File: config.mk
export PLATFORM = sky130hd
export DESIGN_NAME = systolic_array_nxm
export DESIGN_NICKNAME = d
export VERILOG_FILES = /design/src/rtl/systolic_pkg.sv /design/src/rtl/pe_mac.sv /design/src/rtl/systolic_array_nxm.sv
export SDC_FILE = /design/constraint.sdc
export NUM_CORES = 2
export LEC_CHECK = 0
export BUFFER_PORTS_ARGS = -buffer_cell sky130_fd_sc_hd__buf_2
export CAP_MARGIN = 30
export CORE_MARGIN = 2
export CORE_UTILIZATION = 45
export CTS_CLUSTER_DIAMETER = 40
export DETAILED_ROUTE_END_ITERATION = 12
export PLACE_DENSITY = 0.68
export SYNTH_ARGS = -nofsm -noshare
export SYNTH_HDL_FRONTEND = slang
export SYNTH_SLANG_ARGS = --single-unit
File: constraint.sdc
create_clock -name clk -period 13.31 [get_ports clk]
set_input_delay 2.662 -clock clk [delete_from_list [all_inputs] [get_ports clk]]
set_output_delay 2.662 -clock clk [all_outputs]
set_load 0.02 [all_outputs]
File: src/rtl/systolic_pkg.sv
// Shared types, default sizes and accumulator range helper for the systolic array.
package systolic_pkg;

    typedef enum logic [1:0] {
        ST_IDLE  = 2'd0,
        ST_FEED  = 2'd1,
        ST_DRAIN = 2'd2,
        ST_OUT   = 2'd3
    } state_e;

    localparam int DEF_ROWS       = 4;
    localparam int DEF_COLS       = 4;
    localparam int DEF_DATA_WIDTH = 8;
    localparam int DEF_ACC_WIDTH  = 16;
    localparam int DEF_KW         = 8;

    // Bring a wide signed sum back into the signed acc_w range: either clamp
    // to the representable limits or keep the low acc_w bits (sign-extended).
    function automatic logic signed [63:0] sat_wrap(
        input logic signed [63:0] val,
        input int                 acc_w,
        input logic               sat
    );
        logic signed [63:0] hi;
        logic signed [63:0] lo;
        logic signed [63:0] res;
        hi = (64'sd1 <<< (acc_w - 32'sd1)) - 64'sd1;
        lo = -(64'sd1 <<< (acc_w - 32'sd1));
        if (sat) begin
            if (val > hi) begin
                res = hi;
            end else if (val < lo) begin
                res = lo;
            end else begin
                res = val;
            end
        end else begin
            res = (val <<< (32'sd64 - acc_w)) >>> (32'sd64 - acc_w);
        end
        return res;
    endfunction

endpackage

File: src/rtl/pe_mac.sv
// One output-stationary processing element: passes a right and b down,
// accumulates a*b on every array step.
module pe_mac
    import systolic_pkg::*;
#(
    parameter int DATA_WIDTH = DEF_DATA_WIDTH,
    parameter int ACC_WIDTH  = DEF_ACC_WIDTH,
    parameter int SATURATE   = 0
) (
    input  logic                         clk,
    input  logic                         rst_n,
    input  logic                         i_en,
    input  logic                         i_clr,
    input  logic signed [DATA_WIDTH-1:0] i_a,
    input  logic signed [DATA_WIDTH-1:0] i_b,
    output logic signed [DATA_WIDTH-1:0] o_a,
    output logic signed [DATA_WIDTH-1:0] o_b,
    output logic signed [ACC_WIDTH-1:0]  o_acc
);

    logic signed [DATA_WIDTH-1:0]   r_a;
    logic signed [DATA_WIDTH-1:0]   r_b;
    logic signed [ACC_WIDTH-1:0]    r_acc;
    logic signed [2*DATA_WIDTH-1:0] w_prod;
    logic signed [ACC_WIDTH:0]      w_prod_ext;
    logic signed [63:0]             w_sum64;
    logic signed [63:0]             w_next64;
    logic signed [ACC_WIDTH-1:0]    w_acc_next;
    logic                           w_unused_hi;

    assign w_prod = i_a * i_b;

    // Fit the full-precision product to one bit more than the accumulator.
    generate
        if (2 * DATA_WIDTH >= ACC_WIDTH + 1) begin : g_prod_trunc
            assign w_prod_ext = w_prod[ACC_WIDTH:0];
        end else begin : g_prod_sext
            assign w_prod_ext = {{(ACC_WIDTH + 1 - 2 * DATA_WIDTH){w_prod[2*DATA_WIDTH-1]}}, w_prod};
        end
    endgenerate

    // The add is done wide so that clamping sees the true sum.
    assign w_sum64 = {{(63 - ACC_WIDTH){w_prod_ext[ACC_WIDTH]}}, w_prod_ext}
                   + {{(64 - ACC_WIDTH){r_acc[ACC_WIDTH-1]}}, r_acc};
    assign w_next64    = sat_wrap(w_sum64, ACC_WIDTH, SATURATE != 0);
    assign w_acc_next  = w_next64[ACC_WIDTH-1:0];
    assign w_unused_hi = ^w_next64[63:ACC_WIDTH];

    // Pass registers and accumulator: cleared at job start, advance only on steps.
    always_ff @(posedge clk or negedge rst_n) begin
        if (!rst_n) begin
            r_a   <= '0;
            r_b   <= '0;
            r_acc <= '0;
        end else if (i_clr) begin
            r_a   <= '0;
            r_b   <= '0;
            r_acc <= '0;
        end else if (i_en) begin
            r_a   <= i_a;
            r_b   <= i_b;
            r_acc <= w_acc_next;
        end
    end

    assign o_a   = r_a;
    assign o_b   = r_b;
    assign o_acc = r_acc;

endmodule

File: src/rtl/systolic_array_nxm.sv
// ROWS x COLS output-stationary MAC array with input skewing, a
// clear/feed/drain/readout controller and valid/ready on both sides.
module systolic_array_nxm
    import systolic_pkg::*;
#(
    parameter int ROWS       = DEF_ROWS,
    parameter int COLS       = DEF_COLS,
    parameter int DATA_WIDTH = DEF_DATA_WIDTH,
    parameter int ACC_WIDTH  = DEF_ACC_WIDTH,
    parameter int KW         = DEF_KW,
    parameter int SATURATE   = 0
) (
    input  logic                                    clk,
    input  logic                                    rst_n,
    input  logic                                    start,
    input  logic [KW-1:0]                           k_len,
    input  logic                                    in_valid,
    output logic                                    in_ready,
    input  logic [ROWS*DATA_WIDTH-1:0]              a_vec,
    input  logic [COLS*DATA_WIDTH-1:0]              b_vec,
    output logic                                    out_valid,
    input  logic                                    out_ready,
    output logic [COLS*ACC_WIDTH-1:0]               out_row,
    output logic [((ROWS > 1) ? $clog2(ROWS) : 1)-1:0] out_idx,
    output logic                                    busy,
    output logic                                    done
);

    localparam int IDXW      = (ROWS > 1) ? $clog2(ROWS) : 1;
    localparam int DRAIN_CYC = ROWS + COLS - 2;
    localparam int DCW       = $clog2(ROWS + COLS);

    state_e          r_state;
    state_e          w_state_nxt;
    logic [KW-1:0]   r_kcnt;
    logic [KW-1:0]   w_kcnt_nxt;
    logic [DCW-1:0]  r_dcnt;
    logic [DCW-1:0]  w_dcnt_nxt;
    logic [IDXW-1:0] r_idx;
    logic [IDXW-1:0] w_idx_nxt;
    logic            r_in_ready;
    logic            r_out_valid;
    logic            r_busy;
    logic            r_done;
    logic            w_done_nxt;
    logic            w_beat;
    logic            w_step;
    logic            w_clr;

    logic signed [DATA_WIDTH-1:0] w_a_lane [ROWS];
    logic signed [DATA_WIDTH-1:0] w_b_lane [COLS];
    logic signed [DATA_WIDTH-1:0] w_a_skew [ROWS];
    logic signed [DATA_WIDTH-1:0] w_b_skew [COLS];
    logic signed [DATA_WIDTH-1:0] w_a_in   [ROWS][COLS];
    logic signed [DATA_WIDTH-1:0] w_b_in   [ROWS][COLS];
    logic signed [DATA_WIDTH-1:0] w_a_out  [ROWS][COLS];
    logic signed [DATA_WIDTH-1:0] w_b_out  [ROWS][COLS];
    logic signed [ACC_WIDTH-1:0]  w_acc    [ROWS][COLS];
    logic [COLS*ACC_WIDTH-1:0]    w_out_row;

    // A beat is consumed only when offered while the array is ready in FEED;
    // during DRAIN the array steps every cycle on injected zeros.
    assign w_beat = (r_state == ST_FEED) & in_valid & r_in_ready;
    assign w_step = w_beat | (r_state == ST_DRAIN);
    assign w_clr  = (r_state == ST_IDLE) & start;

    // Next-state, counters and done pulse for the clear/feed/drain/readout sequence.
    always_comb begin
        w_state_nxt = r_state;
        w_kcnt_nxt  = r_kcnt;
        w_dcnt_nxt  = r_dcnt;
        w_idx_nxt   = r_idx;
        w_done_nxt  = 1'b0;
        case (r_state)
            ST_IDLE: begin
                if (start) begin
                    w_kcnt_nxt = k_len;
                    w_dcnt_nxt = {DCW{1'b0}};
                    w_idx_nxt  = {IDXW{1'b0}};
                    if (k_len == {KW{1'b0}}) begin
                        w_state_nxt = ST_OUT;
                    end else begin
                        w_state_nxt = ST_FEED;
                    end
                end else begin
                    w_state_nxt = ST_IDLE;
                end
            end
            ST_FEED: begin
                if (w_beat) begin
                    w_kcnt_nxt = r_kcnt - KW'(1);
                    if (r_kcnt == KW'(1)) begin
                        if (DRAIN_CYC == 0) begin
                            w_state_nxt = ST_OUT;
                        end else begin
                            w_state_nxt = ST_DRAIN;
                        end
                    end else begin
                        w_state_nxt = ST_FEED;
                    end
                end else begin
                    w_state_nxt = ST_FEED;
                end
            end
            ST_DRAIN: begin
                w_dcnt_nxt = r_dcnt + DCW'(1);
                if (r_dcnt == DCW'(DRAIN_CYC - 1)) begin
                    w_state_nxt = ST_OUT;
                end else begin
                    w_state_nxt = ST_DRAIN;
                end
            end
            ST_OUT: begin
                if (r_out_valid & out_ready) begin
                    if (r_idx == IDXW'(ROWS - 1)) begin
                        w_state_nxt = ST_IDLE;
                        w_idx_nxt   = {IDXW{1'b0}};
                        w_done_nxt  = 1'b1;
                    end else begin
                        w_idx_nxt   = r_idx + IDXW'(1);
                    end
                end else begin
                    w_state_nxt = ST_OUT;
                end
            end
            default: begin
                w_state_nxt = ST_IDLE;
            end
        endcase
    end

    // Controller registers; handshake/status outputs are registered from the next state.
    always_ff @(posedge clk or negedge rst_n) begin
        if (!rst_n) begin
            r_state     <= ST_IDLE;
            r_kcnt      <= '0;
            r_dcnt      <= '0;
            r_idx       <= '0;
            r_in_ready  <= 1'b0;
            r_out_valid <= 1'b0;
            r_busy      <= 1'b0;
            r_done      <= 1'b0;
        end else begin
            r_state     <= w_state_nxt;
            r_kcnt      <= w_kcnt_nxt;
            r_dcnt      <= w_dcnt_nxt;
            r_idx       <= w_idx_nxt;
            r_in_ready  <= (w_state_nxt == ST_FEED);
            r_out_valid <= (w_state_nxt == ST_OUT);
            r_busy      <= (w_state_nxt != ST_IDLE);
            r_done      <= w_done_nxt;
        end
    end

    // Row i of A is delayed by i steps so that PE(i,j) meets beat k at step k+i+j.
    generate
        for (genvar i = 0; i < ROWS; i++) begin : g_a_skew
            assign w_a_lane[i] = w_beat ? $signed(a_vec[i*DATA_WIDTH +: DATA_WIDTH]) : '0;
            if (i == 0) begin : g_direct
                assign w_a_skew[i] = w_a_lane[i];
            end else begin : g_chain
                logic signed [DATA_WIDTH-1:0] r_sk [i];
                // Row-i skew shift register, advancing on array steps.
                always_ff @(posedge clk or negedge rst_n) begin
                    if (!rst_n) begin
                        for (int d = 0; d < i; d++) r_sk[d] <= '0;
                    end else if (w_clr) begin
                        for (int d = 0; d < i; d++) r_sk[d] <= '0;
                    end else if (w_step) begin
                        r_sk[0] <= w_a_lane[i];
                        for (int d = 1; d < i; d++) r_sk[d] <= r_sk[d-1];
                    end
                end
                assign w_a_skew[i] = r_sk[i-1];
            end
        end

        for (genvar j = 0; j < COLS; j++) begin : g_b_skew
            assign w_b_lane[j] = w_beat ? $signed(b_vec[j*DATA_WIDTH +: DATA_WIDTH]) : '0;
            if (j == 0) begin : g_direct
                assign w_b_skew[j] = w_b_lane[j];
            end else begin : g_chain
                logic signed [DATA_WIDTH-1:0] r_sk [j];
                // Column-j skew shift register, advancing on array steps.
                always_ff @(posedge clk or negedge rst_n) begin
                    if (!rst_n) begin
                        for (int d = 0; d < j; d++) r_sk[d] <= '0;
                    end else if (w_clr) begin
                        for (int d = 0; d < j; d++) r_sk[d] <= '0;
                    end else if (w_step) begin
                        r_sk[0] <= w_b_lane[j];
                        for (int d = 1; d < j; d++) r_sk[d] <= r_sk[d-1];
                    end
                end
                assign w_b_skew[j] = r_sk[j-1];
            end
        end

        for (genvar i = 0; i < ROWS; i++) begin : g_row
            for (genvar j = 0; j < COLS; j++) begin : g_col
                if (j == 0) begin : g_a_edge
                    assign w_a_in[i][j] = w_a_skew[i];
                end else begin : g_a_link
                    assign w_a_in[i][j] = w_a_out[i][j-1];
                end
                if (i == 0) begin : g_b_edge
                    assign w_b_in[i][j] = w_b_skew[j];
                end else begin : g_b_link
                    assign w_b_in[i][j] = w_b_out[i-1][j];
                end
                pe_mac #(
                    .DATA_WIDTH (DATA_WIDTH),
                    .ACC_WIDTH  (ACC_WIDTH),
                    .SATURATE   (SATURATE)
                ) u_pe (
                    .clk   (clk),
                    .rst_n (rst_n),
                    .i_en  (w_step),
                    .i_clr (w_clr),
                    .i_a   (w_a_in[i][j]),
                    .i_b   (w_b_in[i][j]),
                    .o_a   (w_a_out[i][j]),
                    .o_b   (w_b_out[i][j]),
                    .o_acc (w_acc[i][j])
                );
            end
        end
    endgenerate

    // Present the selected result row while readout is active, zero otherwise.
    always_comb begin
        w_out_row = '0;
        if (r_out_valid) begin
            for (int j = 0; j < COLS; j++) begin
                w_out_row[j*ACC_WIDTH +: ACC_WIDTH] = w_acc[r_idx][j];
            end
        end else begin
            w_out_row = '0;
        end
    end

    assign in_ready  = r_in_ready;
    assign out_valid = r_out_valid;
    assign out_row   = w_out_row;
    assign out_idx   = r_idx;
    assign busy      = r_busy;
    assign done      = r_done;

endmodule

# Word-level counts from Yosys, hierarchy flattened
# Cells that the tools add are included.
[classes]
n_bitwise = 6
n_mux = 124
n_addsub = 19
eq_ne = 11
n_lt_le_gt_ge = 1
reduce_logical = 10
mul = 16
[op_table]
columns = ["cell", "n"]
rows = [
  ["16-bit two-way mux", 36],
  ["8-bit two-way mux", 62],
  ["16-bit adder", 16],
  ["8-bit by 8-bit multiplier with 16-bit output", 16],
  ["64-bit two-way mux", 3],
  ["64-bit binary-select mux with 2-bit select", 1],
  ["24-bit two-way mux", 4],
  ["2-bit two-way mux", 9],
  ["8-bit case mux with 2 select lines", 1],
  ["2-bit nonzero test", 5],
  ["2-bit equality test (second input constant)", 4],
  ["8-bit by 1-bit equality test with 1-bit output (second input constant)", 1],
  ["8-bit logical NOT", 1],
  ["2-bit case mux with 4 select lines", 1],
  ["8-bit by 1-bit subtractor with 8-bit output (second input constant)", 1],
  ["2-bit != test (second input constant)", 3],
  ["3-bit case mux with 2 select lines", 1],
  ["3-bit AND reduction", 2],
  ["1-bit bitwise AND", 4],
  ["2-bit by 1-bit equality test with 1-bit output (second input constant)", 2],
  ["1-bit two-way mux", 4],
  ["2-bit case mux with 2 select lines", 1],
  ["3-bit by 1-bit adder with 3-bit output (second input constant)", 1],
  ["3-bit equality test (second input constant)", 1],
  ["7 further kinds", 7],
]
[totals]
regBits = 563
in_bits = 77

# Logic depth before layout (Yosys ltp)
[logic_depth]
word_depth = 8
mapped_depth = 23

# Hierarchy
# Synthesis repeated with hierarchy kept, for this count alone.
[hier_totals]
hier_cells = 7236
area_unflattened_um2 = 73802.0
[modules_own_cells]
columns = ["mod", "seq_area_each_um2", "cells_per_inst", "n_inst", "area_each_um2"]
rows = [
  ["pe_mac at g_row[1].g_col[1].u_pe ...", 800.8, 412, 8, 4189.0],
  ["pe_mac at g_row[0].g_col[0].u_pe ...", 800.8, 419, 4, 4202.8],
  ["pe_mac at g_row[3].g_col[1].u_pe ...", 800.8, 415, 2, 4186.5],
  ["systolic_array_nxm", 2877.8, 600, 1, 6693.9],
  ["pe_mac at g_row[3].g_col[3].u_pe", 800.8, 419, 1, 4209.0],
  ["pe_mac at g_row[1].g_col[0].u_pe", 800.8, 415, 1, 4202.8],
]

# Worst setup path after synthesis
# OpenSTA, ideal clock, no wires.
[synth_path]
path_kind = "input-to-reg"
from = "in in_valid"
to = "reg g_row[0].g_col[0].u_pe.r_acc[14]"
setup_slack_ns = 5.730
arrival_time_ns = 7.459
cell_stages = 19
setup_ns = 0.122
cell_sequence = "nand2_1 nor2_2 buf_4 and3_1 inv_1 fa_1 inv_1 fa_1 fa_1 fa_1 inv_1 fa_1 inv_1 ha_1 o21a_1 o21ai_2 a211oi_1 or3_1 a32o_1"
[synth_between]
elab_chain_len = 7
word_cells_on_any_way = 10
classes_between = "add/sub: 1; mul: 1; mux: 4; bitwise: 3; reduce/logical: 1"
[synth_rtl]
columns = ["element", "line", "rtl"]
rows = [
  ["start, declared", "systolic_array_nxm.sv:17", "input logic in_valid,"],
  ["1-bit bitwise AND (*) (2 in a row)", "systolic_array_nxm.sv:63", "assign w_beat = (r_state == ST_FEED) & in_valid & r_in_ready;"],
  ["8-bit two-way mux (on tied branches)", "systolic_array_nxm.sv:158, systolic_array_nxm.sv:179", ""],
  ["8-bit by 8-bit multiplier with 16-bit output", "pe_mac.sv:31", "assign w_prod = i_a * i_b;"],
  ["16-bit adder", "pe_mac.sv:44", "+ {{(64 - ACC_WIDTH){r_acc[ACC_WIDTH-1]}}, r_acc};"],
  ["16-bit two-way mux", "pe_mac.sv:59", "end else if (i_en) begin"],
  ["16-bit two-way mux", "pe_mac.sv:55", "end else if (i_clr) begin"],
  ["end signal, assigned", "pe_mac.sv:62", "r_acc <= w_acc_next;"],
  ["end, declared", "pe_mac.sv:23", "logic signed [ACC_WIDTH-1:0] r_acc;"],
]
# Every way passes the cells marked *; elsewhere a longest branch is shown, timed or not. The select of a mux whose other input is x is not followed.
# A chain may end at the register's enable or synchronous reset.

# Final worst setup path
# Ends and elaborated chain as after synthesis.

==> qor.txt <==
Ports -> 147
EDFF count, synth -> 0
RSZ-0062 raised after global routing -> false
Setup TNS -> 0 ps
Clk slew on worst S/H paths -> 50 ps
Mapped Cells -> 7468
Largest family of logic cells by synthesized area -> adder cells
Clk_skew -> 25.3 ps
Final setup violation count -> 0
Num CTS Buffers -> 109
Synth Cell Area -> 70800 sq um
Commonest non-fill, non-tap cell in the layout -> inv_1
Final Net Count -> 9203
Cell Rows -> 145
Fmax -> 122 MHz
Maximum root-to-sink buffer count -> 3
Die area -> 161000 sq um
Area Growth Syn to Fin -> 8.63%
Routed len/inst -> 18.8 microns
CTS tree -> built
Post-CTS setup buffer count -> 0
Root buffer cell -> clkbuf_16
Die width -> 401 microns
Asr flop ratio synth -> 1.00
Routability cong. -> 0.905
Util after Layout -> 0.492
Max FO, Critical Path -> 50
Tightest Pin Transition -> 1030 ps
Post-Synth Adder-Cell Area -> 0.427
# H-tree levels -> 3
Worst skew pair latency -> 740 ps
Non-Filler Instances -> 9547
Post-synthesis xor/xnor area fraction -> 0.0331
Final min period -> 8200 ps
WL final -> 179000 microns
CTS sink count -> 563
Port Buffer Count -> 146
Ys Warns -> 0
Post-DP HPWL -> 139000 microns
Worst setup SP type -> input pin
Tcrit/Tclk final -> 0.616
Initial antenna violation count -> 11
CP Capture Type -> register
Drt first pass iters -> 6
Share of layout cells above drive strength 1 -> 0.0604
Crit Path Category -> in -> reg
Net count after synthesis -> 9278
Post-synthesis compound-gate area fraction -> 0.0698
Iter 0 DRT Violations -> 3659
Worst Path Arrival -> 8830 ps
Simple-gate share of the synthesized area -> 0.150
Hold Buf Count CTS -> 0
First-pass GRT wire length -> 298000 microns
Commonest non-fill, non-tap cells in the layout -> 1523 x inv_1, 1136 x fa_1, 1002 x nand2_1, 597 x ha_1, 560 x dfrtp_1
Final ANT Viol Nets -> 0
Drt drc -> 0
Gates resized, CTS repair -> 0
Max cap viols -> 0
Hold Path Class -> reg -> reg
Fin. Hold Viols -> 0
Post-synthesis sequential area ratio -> 0.199
Main synth FF type -> dfrtp_1
Vias in the first global route -> 54000
WP data required -> 13940 ps
#FFs+latches synth -> 563
GRT Residual Overflow -> 0
Mux cell area share after synthesis -> 0.0205
Core area -> 156000 sq um
Synth unique cells -> 58
Dpl cells -> 9339
Largest net degree at the start of global routing -> 180
Slew headroom -> 0.315
GRT Overall Usage -> 0.232
Outcome -> completed
Synthesized area per cell -> 9.48 sq um
Initial Utilization -> 0.453
Max Slew Vio Count -> 0
Vias post-DR -> 50700
DR vias/cell -> 5.31
Hold Slack -> 466 ps
Die Ht -> 401 microns
==> flip-flops by register name (all words and copies together), names as in the netlist <==
name	count
g_row.g_col.u_pe.o_acc	256
g_row.g_col.u_pe.o_a	96
g_row.g_col.u_pe.o_b	96
g_a_skew.g_chain.r_sk	48
g_b_skew.g_chain.r_sk	48
r_kcnt	8
r_dcnt	3
out_idx	2
r_state	2
busy	1
done	1
in_ready	1
out_valid	1
==> metrics by stage <==
step / setup slack, ps / instance area [sq um]
finish: 5110 / 76900
global route: 4740 / 76900
CTS: 5140 / 76900
detailed placement: 4330 / 73000
global placement: 4460 / 72900
floorplan: 5730 / 70800
==> critical path, cell delays in order <==
cell and delay [ps]:
buf_2 110, nand2_1 100, nor2_4 300, buf_4 540
buf_4 530, and2_1 380, nand2_1 120, fa_1 510
inv_1 50, fa_1 500, inv_1 60, fa_1 520
inv_1 50, fa_1 430, ha_1 280, ha_1 320
nor2b_1 150, o21a_1 190, o21ai_2 200, a211oi_1 130
or3_1 360, a32o_1 250
==> metal layers <==
metal / share of wire / up-vias / track usage
met1: 0.44 / 26000 / 0.324
met4: 0.028 / 6 / 0.0678
met5: 0.00018 / - / 0
met3: 0.062 / 253 / 0.0346
li1: - / 23000 / -
met2: 0.47 / 1417 / 0.375
==> area by class of cell <==
| class | instances | area, sq um |
|---|---|---|
| antenna | 4 | 10.0 |
| clock buffer | 132 | 2940 |
| clock inverter | 71 | 956 |
| fill | 14100 | 79300 |
| inverter | 1523 | 5720 |
| multi-input combinational | 5022 | 49600 |
| sequential | 563 | 14100 |
| tap | 2058 | 2570 |
| timing repair buffer | 174 | 1060 |
==> Yosys cell counts (8+ instances only) <==
cell type  count  area [sq um]
nor3_1        42           210
nand2_1     1005          3770
o32ai_1       45           394
or3_1         32           200
clkbuf_1     276          1040
o21a_1        89           668
fa_1        1136         22700
nand2b_1     133           832
buf_1         19          71.3
nand3_1      343          1720
o21ai_1       14          70.1
or4_1         11          82.6
a31oi_1       11          68.8
o22ai_1       59           369
dfrtp_1      563         14100
and3_1        33           206
xor2_1        38           333
nor2_1        87           327
o21ai_0      255          1280
a21oi_1       70           350
a22o_1        62           543
inv_1       1523          5720
buf_2         59           295
o221ai_1       8          70.1
nor2b_1       18           113
nor4_1        12          75.1
a21o_1        31           233
xnor2_1      230          2010
o21bai_1      17           128
a211oi_1      51           383
mux4_2        64          1440
ha_1         597          7470
and2_1       475          2970
==> cells by family after synthesis <==
family	after synthesis
AO/OA/AOI/OAI	755
flip-flops	563
AND/OR/NAND/NOR	2201
XOR/XNOR	268
buffers and inverters	1883
adder cells (fa/ha/maj)	1733
multiplexers	65
==> path summary, 6_finish.rpt <==
path	startpoint	end	slack, ps	cells after the start
setup / recovery	in_valid	g_row[0].g_col[0].u_pe.o_acc[14]	5110	22
hold / removal	g_b_skew[3].g_chain.r_sk[8]	g_b_skew[3].g_chain.r_sk[8]	470	2
max in group asynchronous	rst_n	g_a_skew[1].g_chain.r_sk[1]	9180	3
hold reg to reg	g_b_skew[3].g_chain.r_sk[8]	g_b_skew[3].g_chain.r_sk[8]	470	2
min in group asynchronous	rst_n	g_row[2].g_col[3].u_pe.o_acc[10]	1920	1
setup reg to reg	r_state[0]	g_row[0].g_col[0].u_pe.o_acc[14]	5980	21
Power is not shown: default switching activity piles up to over one toggle a cycle in this logic, so the estimate is an artifact.
